File: config.mk
export PLATFORM = sky130hd
export DESIGN_NAME = bf_addsub_stage
export DESIGN_NICKNAME = d
export VERILOG_FILES = /design/src/rtl/bf_addsub_stage.sv
export SDC_FILE = /design/constraint.sdc
export NUM_CORES = 1
export LEC_CHECK = 0
export BUFFER_PORTS_ARGS = -buffer_cell sky130_fd_sc_hd__buf_2
export CORE_UTILIZATION = 40
export DETAILED_ROUTE_END_ITERATION = 10
export PLACE_DENSITY = 0.57
export SLEW_MARGIN = 20
export SYNTH_ARGS = -nofsm -noshare
export SYNTH_HDL_FRONTEND = slang
export SYNTH_SLANG_ARGS = --single-unit
File: constraint.sdc
create_clock -name clk -period 4.4 [get_ports clk]
set_input_delay 1.1 -clock clk [delete_from_list [all_inputs] [get_ports clk]]
set_output_delay 1.1 -clock clk [all_outputs]
set_load 0.05 [all_outputs]
File: src/rtl/bf_addsub_stage.sv
// ---------------------------------------------------------------------------
// bf_addsub_stage
//   Butterfly add/sub stage that sits directly after the dual-mode
//   multiply-reduce unit. Operand u is delayed MUL_LAT cycles so it meets the
//   reduced product v. Each beat produces (u+v) mod q and (u-v) mod q,
//   optionally multiplied by 2^-1 mod q (inverse-NTT butterflies).
//
//   mode = 0 : Kyber, q = 3329, two independent 12-bit lanes packed {hi,lo}
//   mode = 1 : Dilithium, q = 8380417, one 23-bit coefficient in [22:0]
//
//   Latency in_valid -> out_valid is MUL_LAT + 2 cycles, full throughput.
//
// Ports
//   clk        rising-edge clock
//   rst        asynchronous active-low reset
//   flush      synchronous clear of every in-flight valid bit
//   in_valid   u/mode/halve valid; matching multiplier input issued same cycle
//   u          upper operand (Kyber {hi,lo}, Dilithium {1'b0,u[22:0]})
//   mode       0 = Kyber lanes, 1 = Dilithium
//   halve      1 = multiply both results by 2^-1 mod q
//   v          reduced product, presented MUL_LAT cycles after its in_valid
//   out_valid  out_sum / out_diff carry a new result
//   out_sum    (u+v) mod q, optionally halved; same packing as u
//   out_diff   (u-v) mod q, optionally halved; same packing as u
//   busy       any valid beat in the delay line or output pipeline
// ---------------------------------------------------------------------------
module bf_addsub_stage #(
  parameter int MUL_LAT = 3
) (
  input  logic        clk,
  input  logic        rst,
  input  logic        flush,
  input  logic        in_valid,
  input  logic [23:0] u,
  input  logic        mode,
  input  logic        halve,
  input  logic [23:0] v,
  output logic        out_valid,
  output logic [23:0] out_sum,
  output logic [23:0] out_diff,
  output logic        busy
);

  localparam logic [12:0] KQ = 13'd3329;
  localparam logic [23:0] DQ = 24'd8380417;

  // One beat travelling alongside the multiplier.
  typedef struct packed {
    logic        valid;
    logic        mode;
    logic        halve;
    logic [23:0] u;
  } beat_t;

  beat_t dl_q [MUL_LAT];

  // Stage A: raw sum / offset difference. Kyber packs {hi[12:0], lo[12:0]};
  // Dilithium uses [23:0] with the top two bits zero.
  logic        a_valid;
  logic        a_mode;
  logic        a_halve;
  logic [25:0] a_s;
  logic [25:0] a_d;

  // -------------------------------------------------------------------------
  // Stage B helpers: conditional subtract, then optional halving mod q.
  // For odd x, (x+q) is even and (x+q)/2 == x * 2^-1 mod q.
  // -------------------------------------------------------------------------
  function automatic logic [11:0] kyber_fix(input logic [12:0] x, input logic h);
    logic [12:0] r;
    logic [12:0] y;
    r = (x >= KQ) ? x - KQ : x;
    y = r;
    if (h) y = r[0] ? (r + KQ) >> 1 : r >> 1;
    return y[11:0];
  endfunction

  function automatic logic [22:0] dil_fix(input logic [23:0] x, input logic h);
    logic [23:0] r;
    logic [23:0] y;
    r = (x >= DQ) ? x - DQ : x;
    y = r;
    if (h) y = r[0] ? (r + DQ) >> 1 : r >> 1;
    return y[22:0];
  endfunction

  // -------------------------------------------------------------------------
  // Delay line: u, mode and halve ride along with the multiplier latency.
  // -------------------------------------------------------------------------
  // NOTE: the delay line is ordinary flops, not a RAM, so it is safe and cheap
  // to reset every entry; that is what lets busy be exact right after reset.
  always_ff @(posedge clk or negedge rst) begin
    if (!rst) begin
      for (int i = 0; i < MUL_LAT; i++) dl_q[i] <= '0;
    end else begin
      // NOTE: non-blocking assignments make every stage sample the previous
      // stage's old value, so the loop order below does not matter.
      dl_q[0] <= '{valid: in_valid & ~flush, mode: mode, halve: halve, u: u};
      for (int i = 1; i < MUL_LAT; i++) begin
        dl_q[i]       <= dl_q[i-1];
        dl_q[i].valid <= dl_q[i-1].valid & ~flush;
      end
    end
  end

  // -------------------------------------------------------------------------
  // Stage A: combine the tapped operand with v. The difference is offset by
  // q so it never goes negative; 13 bits per Kyber lane and 24 bits for
  // Dilithium hold up to 2q-2 without overflow.
  // -------------------------------------------------------------------------
  beat_t       tap;
  logic [12:0] ks_hi, ks_lo, kd_hi, kd_lo;
  logic [23:0] ds, dd;

  // NOTE: every always_comb output gets a value on every path (here
  // unconditionally), so no latch is inferred.
  always_comb begin
    tap   = dl_q[MUL_LAT-1];
    ks_lo = {1'b0, tap.u[11:0]}  + {1'b0, v[11:0]};
    ks_hi = {1'b0, tap.u[23:12]} + {1'b0, v[23:12]};
    kd_lo = {1'b0, tap.u[11:0]}  - {1'b0, v[11:0]}  + KQ;
    kd_hi = {1'b0, tap.u[23:12]} - {1'b0, v[23:12]} + KQ;
    ds    = {1'b0, tap.u[22:0]}  + {1'b0, v[22:0]};
    dd    = {1'b0, tap.u[22:0]}  - {1'b0, v[22:0]}  + DQ;
  end

  always_ff @(posedge clk or negedge rst) begin
    if (!rst) begin
      a_valid <= 1'b0;
      a_mode  <= 1'b0;
      a_halve <= 1'b0;
      a_s     <= '0;
      a_d     <= '0;
    end else begin
      a_valid <= tap.valid & ~flush;
      if (tap.valid) begin
        a_mode  <= tap.mode;
        a_halve <= tap.halve;
        a_s     <= tap.mode ? {2'b00, ds} : {ks_hi, ks_lo};
        a_d     <= tap.mode ? {2'b00, dd} : {kd_hi, kd_lo};
      end
    end
  end

  // -------------------------------------------------------------------------
  // Stage B: reduce into [0,q), optionally halve, register outputs. Data
  // registers only load on a valid beat, so results hold between beats.
  // -------------------------------------------------------------------------
  always_ff @(posedge clk or negedge rst) begin
    if (!rst) begin
      out_valid <= 1'b0;
      out_sum   <= '0;
      out_diff  <= '0;
    end else begin
      out_valid <= a_valid & ~flush;
      if (a_valid) begin
        if (a_mode) begin
          out_sum  <= {1'b0, dil_fix(a_s[23:0], a_halve)};
          out_diff <= {1'b0, dil_fix(a_d[23:0], a_halve)};
        end else begin
          out_sum  <= {kyber_fix(a_s[25:13], a_halve), kyber_fix(a_s[12:0], a_halve)};
          out_diff <= {kyber_fix(a_d[25:13], a_halve), kyber_fix(a_d[12:0], a_halve)};
        end
      end
    end
  end

  // busy covers the whole path up to and including the presented result.
  logic dl_busy;
  always_comb begin
    dl_busy = 1'b0;
    for (int i = 0; i < MUL_LAT; i++) dl_busy = dl_busy | dl_q[i].valid;
  end

  assign busy = dl_busy | a_valid | out_valid;

endmodule

### Word-level counts from Yosys, hierarchy flattened

Cells that the tools add are included.

| word-level totals | value |
|---|---|
| register bits | 185 |
| input bits | 54 |
| output and inout bits | 50 |
| word-level logic and storage cells | 79 |

| cells by class | value |
|---|---|
| add/subtract/negate cells | 21 |
| magnitude comparators | 6 |
| multiplexer cells | 22 |
| bitwise logic cells | 10 |

Operator list:

| operator | number |
|---|---|
| $mux 12 | 8 |
| $mux 24 | 4 |
| $mux 23 | 4 |
| $add 13x12->13 const B | 6 |
| $add 24x23->24 const B | 3 |
| $ge 13x12->1 const B | 4 |
| $mux 13 | 4 |
| $mux 26 | 2 |
| $sub 13x12->13 const B | 4 |
| $ge 24x23->1 const B | 2 |
| $sub 24x23->24 const B | 2 |
| $add 12x12->13 | 2 |
| $sub 12x12->13 | 2 |
| $add 23x23->24 | 1 |
| $sub 23x23->24 | 1 |
| $and 1x1->1 | 5 |
| $or 1x1->1 | 4 |
| $not 1->1 | 1 |

### Logic depth before layout (Yosys ltp)

Gate-level depths: netlist (run 1).

| logic depth | value |
|---|---|
| depth after elaboration | 6 |
| depth in mapped cells | 23 |
| depth with buffers taken out | 18 |

### Worst setup path after synthesis (run 1)

OpenSTA, ideal clock, no wires.

| path | value |
|---|---|
| kind | register -> register |
| start point | register a_d[0] |
| end point | register out_diff[21] |
| setup time | 0.126 ns |
| arrival | 4.570 ns |
| required time | 4.274 ns |
| path slack | -0.296 ns |
| stages on the path, launching flop included | 23 |
| buffers on the path | 6 |
| clock period less this slack | 4.696 ns |
| cell sequence | dfrtp_1 clkbuf_1 clkbuf_1 inv_1 ha_1 buf_2 or4b_1 clkbuf_1 or4_4 o21ai_4 xnor2_1 inv_1 ha_1 clkbuf_1 nand3_1 or3_1 o211ai_1 and3b_1 buf_2 nor4_2 xor2_1 nor2_1 o32a_1 |

| between the ends | value |
|---|---|
| longest elaborated chain between the ends | 6 |
| elaborated cells on any way between the ends | 7 |
| classes of those cells | add/sub (2); order compare (1); mux (4) |

Ends and longest elaborated chain:

| what | line | RTL |
|---|---|---|
| start: declaration | 63 | `logic [25:0] a_d;` |
| start signal: assignment | 140 | `a_d <= tap.mode ? {2'b00, dd} : {kd_hi, kd_lo};` |
| $sub 24x23->24 / $ge 24x23->1 (equally long branches) | 81 | `r = (x >= DQ) ? x - DQ : x;` |
| $mux 24 * | 81 |  |
| $add 24x23->24 | 83 | `if (h) y = r[0] ? (r + DQ) >> 1 : r >> 1;` |
| $mux 23 | 83 |  |
| $mux 23 * | 83 |  |
| $mux 24 * | 157 | `if (a_mode) begin` |
| end signal: assignment | 159 | `out_diff <= {1'b0, dil_fix(a_d[23:0], a_halve)};` |
| end signal: assignment | 162 | `out_diff <= {kyber_fix(a_d[25:13], a_halve), kyber_fix(a_d[12:0], a_halve)};` |
| end: declaration | 40 | `output logic [23:0] out_diff,` |

Mark *: on every way between the ends. The rest lies on a longest branch, timed or not.
A chain may end at the register's enable or synchronous reset.

### Final worst setup path (run 1)

Ends and elaborated chain as after synthesis.

==> summary.txt, run 1 <==
Drt
  – TritonRoute pass-1 iters: 5
  – Vias/cell: 5.795
  – Wire per inst: 19.06 um
  – Antenna-violating nets left: 0
  – Iter 0 DRT Violations: 1366
  – Residual DRC: 0
  – Total number of vias: 15530
  – Drt total wl: 51070 um

STA
  – Fmax achieved: 0.2427 GHz
  – Setup TNS: 0 ns
  – Min cycle time layout: 4.121 ns
  – Slew HR: 0.4169
  – Worst slew pin tran: 0.8714 ns
  – RSZ-0062 raised after global routing: false
  – Clock Skews: 0.01057 ns
  – Tcrit/Tclk final: 0.9366
  – Slew Viols, Final: 0
  – Setup-failing EPs final: 0
  – Final Hold Vio Count: 0

Global routing
  – Gr ovfl total: 0
  – Initial antenna violation count: 0
  – Met2 Resource Use GR: 0.3629
  – GRT Overall Usage: 0.2481
  – Met1 usage: 0.3658
  – Vias in the first global route: 14460
  – Global-route wire length before repair: 81770 um
  – Most used routing layer: met1
  – Pin count of the biggest net entering global routing: 91
  – Routing usage on met3: 0.04118

Yosys
  – Warning count from the yosys run: 0
  – XOR/XNOR Fraction of Synth Area: 0.09567
  – Compound-Gate Fraction of Synth Area: 0.2287
  – Post-Synth Adder-Cell Area: 0.08796
  – #FFs+latches synth: 185
  – Top FF cell, synth: dfrtp_1
  – Mapped Area: 16560 um^2
  – Post-synthesis mux area share: 0.04421
  – Synthesized Nets: 2212
  – Syn Area/Cell: 8.100 um^2
  – Syn Inst Count: 2044
  – Sequential-to-total area share from yosys stat: 0.2796
  – Combinational family with the most area after synthesis: compound AO/OA/AOI/OAI gates
  – Post-synth cell types: 103
  – FFs w/ async S/R, synth: 1.000
  – Post-synth EDFFs: 0
  – Simple logic cell fraction of the synthesized area: 0.2061

Die
  – I/O pin cnt: 104
  – Starting Density: 0.4055
  – Die Area: 42210 um^2
  – Site Rows: 74
  – Die height: 205.5 um
  – Die X-Extent: 205.5 um
  – CORE AREA: 40830 um^2

Clock tree
  – TritonCTS clock tree: yes
  – Cts repair resizes: 0
  – Max Buffers Root-to-Sink: 2
  – Setup Buffers After CTS: 0
  – Clk pin slew, worst setup/hold paths: 0.08 ns
  – Clock Sinks: 185
  – Worst skew pair latency: 0.50 ns
  – Root buffer cell: clkbuf_16
  – CTS H-tree lvls: 4
  – Quantity of hold-fixing buffers added after cts: 0
  – CTS buffer count: 17

Placement
  – Buffers added on ports: 103
  – Placed Instances: 2648
  – Final HPWL DP: 39570 um
  – Gp weighted congestion: 0.9211

Status
  – Status: finished clean

Pwr
  – P_leak: 7.833 nW
  – Sequential share of power: 0.250
  – Cell-internal power: 0.004923 W
  – Clock power frac: 0.155
  – Sw Ratio: 0.5026
  – Max rail drop VDD: 0.3162 mV
  – Net Switching: 0.004974 W
  – Logic gate share of total power: 0.595
  – Cell area power density: 533.1 nW/um^2

Cells and area
  – Antenna fix cells: 0
  – Commonest non-fill, non-tap cells in the layout: 200 x nor2_1, 183 x dfrtp_1, 162 x nand2_1, 156 x a21oi_1, 128 x xnor2_1
  – Layout cells sized above 1: 0.1420
  – Area taken by flip-flops and latches: 4634 um^2
  – Nets: 2303
  – Most common cell after layout, fill and taps aside: nor2_1
  – Fill count: 4020
  – Synth-to-Final Area Change: 12.13%
  – Area of the multi-input gates: 10980 um^2
  – Non-filler instance count after layout: 2680

Worst setup path
  – Setup CP Type: reg2reg
  – Worst Setup End Kind: register
  – Critical Path AT: 4.50 ns
  – Crit-path max FO: 8
  – Startpoint Class: register
  – CP required: 4.78 ns

Flow run
  – Max-Cap Viols: 0

Hold path
  – Worst Hold Class: reg2reg
cell type report:
class                   count  area share
clock buffers              19     0.02332
clock inverters            13    0.006739
inverters                 120     0.02440
multi-input cells        1612      0.5917
flip-flops and latches    185      0.2496
well taps                 532     0.03585
repair buffers            199     0.06841
per-layer routing:
| layer | up-vias | wire (um) |
|---|---|---|
| met2 | 544 | 21930 |
| met1 | 7375 | 24910 |
| met5 | - | 0 |
| met4 | 0 | 1151 |
| li1 | 7561 | - |
| met3 | 50 | 3079 |
registers in the layout, summed over array words and instances (netlist names), 24 cells and up:
register / cells
out_diff: 24
out_sum: 24
dl_q: 81
a_s: 26
a_d: 26
cells by family (layout without fill, tap and decap cells):
family | Yosys count | after routing
buf+inv | 247 | 351
simple gates | 693 | 693
xor+xnor | 180 | 180
fa+ha+maj | 114 | 114
mux | 64 | 64
compound gates | 561 | 561
flops | 185 | 185
power by group through the flow:
stage,sequential (W),combinational (W),clock [W]
detailed placement,0.00251,0.00580,0
global route,0.00253,0.00642,0.00166
CTS,0.00247,0.00583,0.00160
finish,0.00247,0.00589,0.00154
global placement,0.00250,0.00576,0
floorplan,0.00300,0.00366,0
through the flow:
stage / cell area, um^2 / setup WS [ns] / hold slack [ns] / power [W] / utilization
floorplan: 16610 / 0.08395 / 0.3312 / 0.006668 / -
global placement: 18010 / 0.08114 / 0.3310 / 0.008257 / 0.4410
detailed placement: 18010 / 0.03142 / 0.3347 / 0.008306 / 0.4410
CTS: 18570 / 0.2797 / 0.3513 / 0.009899 / 0.4547
global route: 18570 / 0.03256 / 0.3519 / 0.01061 / 0.4547
finish: 18570 / 0.2791 / 0.3477 / 0.009896 / 0.4547
cell usage after synthesis, types with 17 or more instances:
cell type  instances  area (um^2)
dfrtp_1          185         4629
nor2_1           200        750.7
o21ai_0           98        490.5
o22ai_1           18        112.6
nand4_1           37        231.5
nand3_1           61        305.3
mux2_2            21        236.5
xnor2_1          129         1130
o31ai_1           17        127.6
nor4_1            18        112.6
nand2_1          162        608.1
clkbuf_1         102        382.9
o21bai_1          18        135.1
o211ai_1          23        172.7
a31oi_1           24        150.1
nand2b_1          20        125.1
a211oi_1          24        180.2
inv_1            116        435.4
nor3_1            80        400.4
a21o_1            27        202.7
ha_1             110         1376
mux2i_1           36        360.4
xor2_1            50        437.9
a21oi_1          156        780.8
or3_1             21        131.4
worst paths after layout:
path                                from      endpoint  slack, ns  cells past startpoint
worst max-delay path              a_d[0]  out_diff[21]       0.28                     16
worst min-delay path            dl_q[47]      dl_q[20]       0.35                      0
worst max register to register    a_d[0]  out_diff[21]       0.28                     16
worst min register to register  dl_q[47]      dl_q[20]       0.35                      0
max in group asynchronous            rst       a_d[24]       3.00                      2
min in group asynchronous            rst      dl_q[61]       0.66                      1
critical path, cell delays in order, from the launching register on:
cell and delay, ns:
dfrtp_1 0.48, inv_4 0.14, ha_1 0.18, or4b_1 0.55, or4_4 0.50, o21ai_4 0.20
xnor2_2 0.16, inv_1 0.12, ha_1 0.24, buf_4 0.16, nand4_1 0.07, o211ai_1 0.13
and3b_1 0.27, nor4_2 0.27, xor2_1 0.19, nor2_1 0.06, o32a_1 0.28
(Power assumes the default switching activity.)
==> inputs of run 2 (changes only) <==
RECOVER_POWER = 50   (was unset)
==> summary.txt, run 2 (same netlist as run 1, synthesis figures left out) <==
Worst setup path
  – Slowest library cell on the worst path: or4b_1
  – Top cell by count, worst path: ha_1
  – CP required: 4.78 ns
  – Crit-path max FO: 8
  – Reg-to-reg setup timing slack: 0.27 ns
  – CP Cell Sequence: inv_4 -> ha_1 -> or4b_1 -> or4_4 -> o21ai_4 -> xnor2_2 -> inv_1 -> ha_1 -> buf_4 -> nand4_1 -> o211ai_1 -> and3b_1 -> nor4_2 -> xor2_1 -> nor2_1 -> o32a_1
  – Critical Path Start: a_d[0]
  – Reg2reg path depth: 16
  – Worst Setup End Kind: register
  – Reg-to-reg critical path startpoint: a_d[0]
  – CP peak stage delay: 0.55 ns
  – Startpoint Class: register
  – Critical Path AT: 4.50 ns
  – Reg2Reg Capture Point: out_diff[21]
  – Setup CP Type: reg2reg

Placement
  – Placed Instances: 2648
  – Final HPWL DP: 39570 um
  – Buffers added on ports: 103
  – Gp weighted congestion: 0.9211

STA
  – Tcrit/Tclk final: 0.9380
  – Slew Viols, Final: 127
  – Slew HR: -0.5863
  – Final Hold Vio Count: 0
  – Min cycle time layout: 4.127 ns
  – Setup TNS: 0 ns
  – RSZ-0062 raised after global routing: false
  – Worst slew pin tran: 2.380 ns
  – Clock Skews: 0.01160 ns
  – Fmax achieved: 0.2423 GHz
  – Final hold slack: 0.3462 ns
  – Setup-failing EPs final: 0

Drt
  – Drt total wl: 51000 um
  – Wire per inst: 19.03 um
  – Iter 0 DRT Violations: 1420
  – Vias/cell: 5.779
  – Antenna-violating nets left: 0
  – TritonRoute pass-1 iters: 5
  – Residual DRC: 0
  – Total number of vias: 15490

Clock tree
  – CTS buffer count: 17
  – Max Buffers Root-to-Sink: 2
  – CTS H-tree lvls: 4
  – Cts repair resizes: 0
  – Root buffer cell: clkbuf_16
  – Clock Sinks: 185
  – Setup Buffers After CTS: 0
  – Worst skew pair latency: 0.50 ns
  – TritonCTS clock tree: yes
  – Quantity of hold-fixing buffers added after cts: 0
  – Clk pin slew, worst setup/hold paths: 0.08 ns

Hold path
  – Worst Hold Class: reg2reg
  – Worst Hold Launch: dl_q[47]
  – Worst hold path cell count: 0
  – End of the worst hold path: dl_q[20]

Cells and area
  – Nets: 2303
  – Antenna fix cells: 0
  – Most common cell after layout, fill and taps aside: nor2_1
  – Non-filler instance count after layout: 2680
  – Max reg flops: 81
  – Largest Register: dl_q
  – Layout cells sized above 1: 0.1406
  – Biggest regs: dl_q x81, a_d x26, a_s x26
  – Fill count: 4024
  – Commonest non-fill, non-tap cells in the layout: 200 x nor2_1, 183 x dfrtp_1, 162 x nand2_1, 156 x a21oi_1, 128 x xnor2_1
  – Synth-to-Final Area Change: 11.84%

Die
  – Starting Density: 0.4055
  – CORE AREA: 40830 um^2
  – Die Area: 42210 um^2
  – Site Rows: 74
  – Die X-Extent: 205.5 um
  – Die height: 205.5 um
  – I/O pin cnt: 104

Pwr
  – Max rail drop VDD: 0.3172 mV
  – Cell area power density: 534.4 nW/um^2
  – P_leak: 7.810 nW
  – Total power: 0.009895 W

Global routing
  – GRT Overall Usage: 0.2481
  – Vias in the first global route: 14460
  – Initial antenna violation count: 0
  – Pin count of the biggest net entering global routing: 91
  – Global-route wire length before repair: 81770 um
  – Gr ovfl total: 0

Flow run
  – Max-Cap Viols: 2

Status
  – Status: finished with violations
  – Failing checks: capacitance limit, slew limit
==> run 2: critical path: cells and delay by family (launching register included) <==
family,cells,cell delay [ns]
and+or+nand+nor,6,1.73
DFF,1,0.48
xor gates and xnor gates,2,0.35
adders and majority gates,2,0.41
AOI/OAI and AO/OA,3,0.61
buffers and inverters,3,0.43
==> run 2: where the power goes <==
| part | leakage [nW] | internal, W | switching [W] |
|---|---|---|---|
| Combinational | 5.37 | 0.00210 | 0.00379 |
| Sequential | 2.17 | 0.00207 | 0.000402 |
| Clock | 0.276 | 0.000749 | 0.000789 |
| Total | 7.81 | 0.00492 | 0.00498 |
==> run 2: final cells by class <==
cell class / instances / area, um^2 / share of cell area
clock buffer: 19 / 432.9 / 0.02338
clock inverter: 13 / 125.1 / 0.006757
inverter: 120 / 452.9 / 0.02446
multi-input combinational: 1612 / 10980 / 0.5932
sequential: 185 / 4634 / 0.2503
tap: 532 / 665.6 / 0.03595
timing repair buffer: 199 / 1222 / 0.06601
==> run 2: metal layers <==
metal / global-route usage / up-vias / routed length [um]
met5: 0 / - / 0
met3: 0.04118 / 57 / 3110
li1: - / 7557 / -
met2: 0.3629 / 514 / 21880
met1: 0.3658 / 7359 / 24830
met4: 0.08333 / 0 / 1188
==> run 2: worst max path at each step <==
stage / cells past startpoint / end / slack, ns
after global routing: 16 / out_diff[21] / 0.03
after floorplan: 22 / out_diff[21] / 0.08
after CTS: 16 / out_diff[21] / 0.28
final: 16 / out_diff[21] / 0.27
after detailed placement: 15 / a_d[23] / 0.03
after global placement: 15 / a_d[23] / 0.08
==> run 2: stage by stage <==
stage	area [um^2]	utilization	setup slack, ns
after floorplan	16610	-	0.08395
after global placement	18010	0.4410	0.08114
after detailed placement	18010	0.4410	0.03142
after CTS	18570	0.4547	0.2797
after global routing	18520	0.4535	0.03256
final	18520	0.4535	0.2727
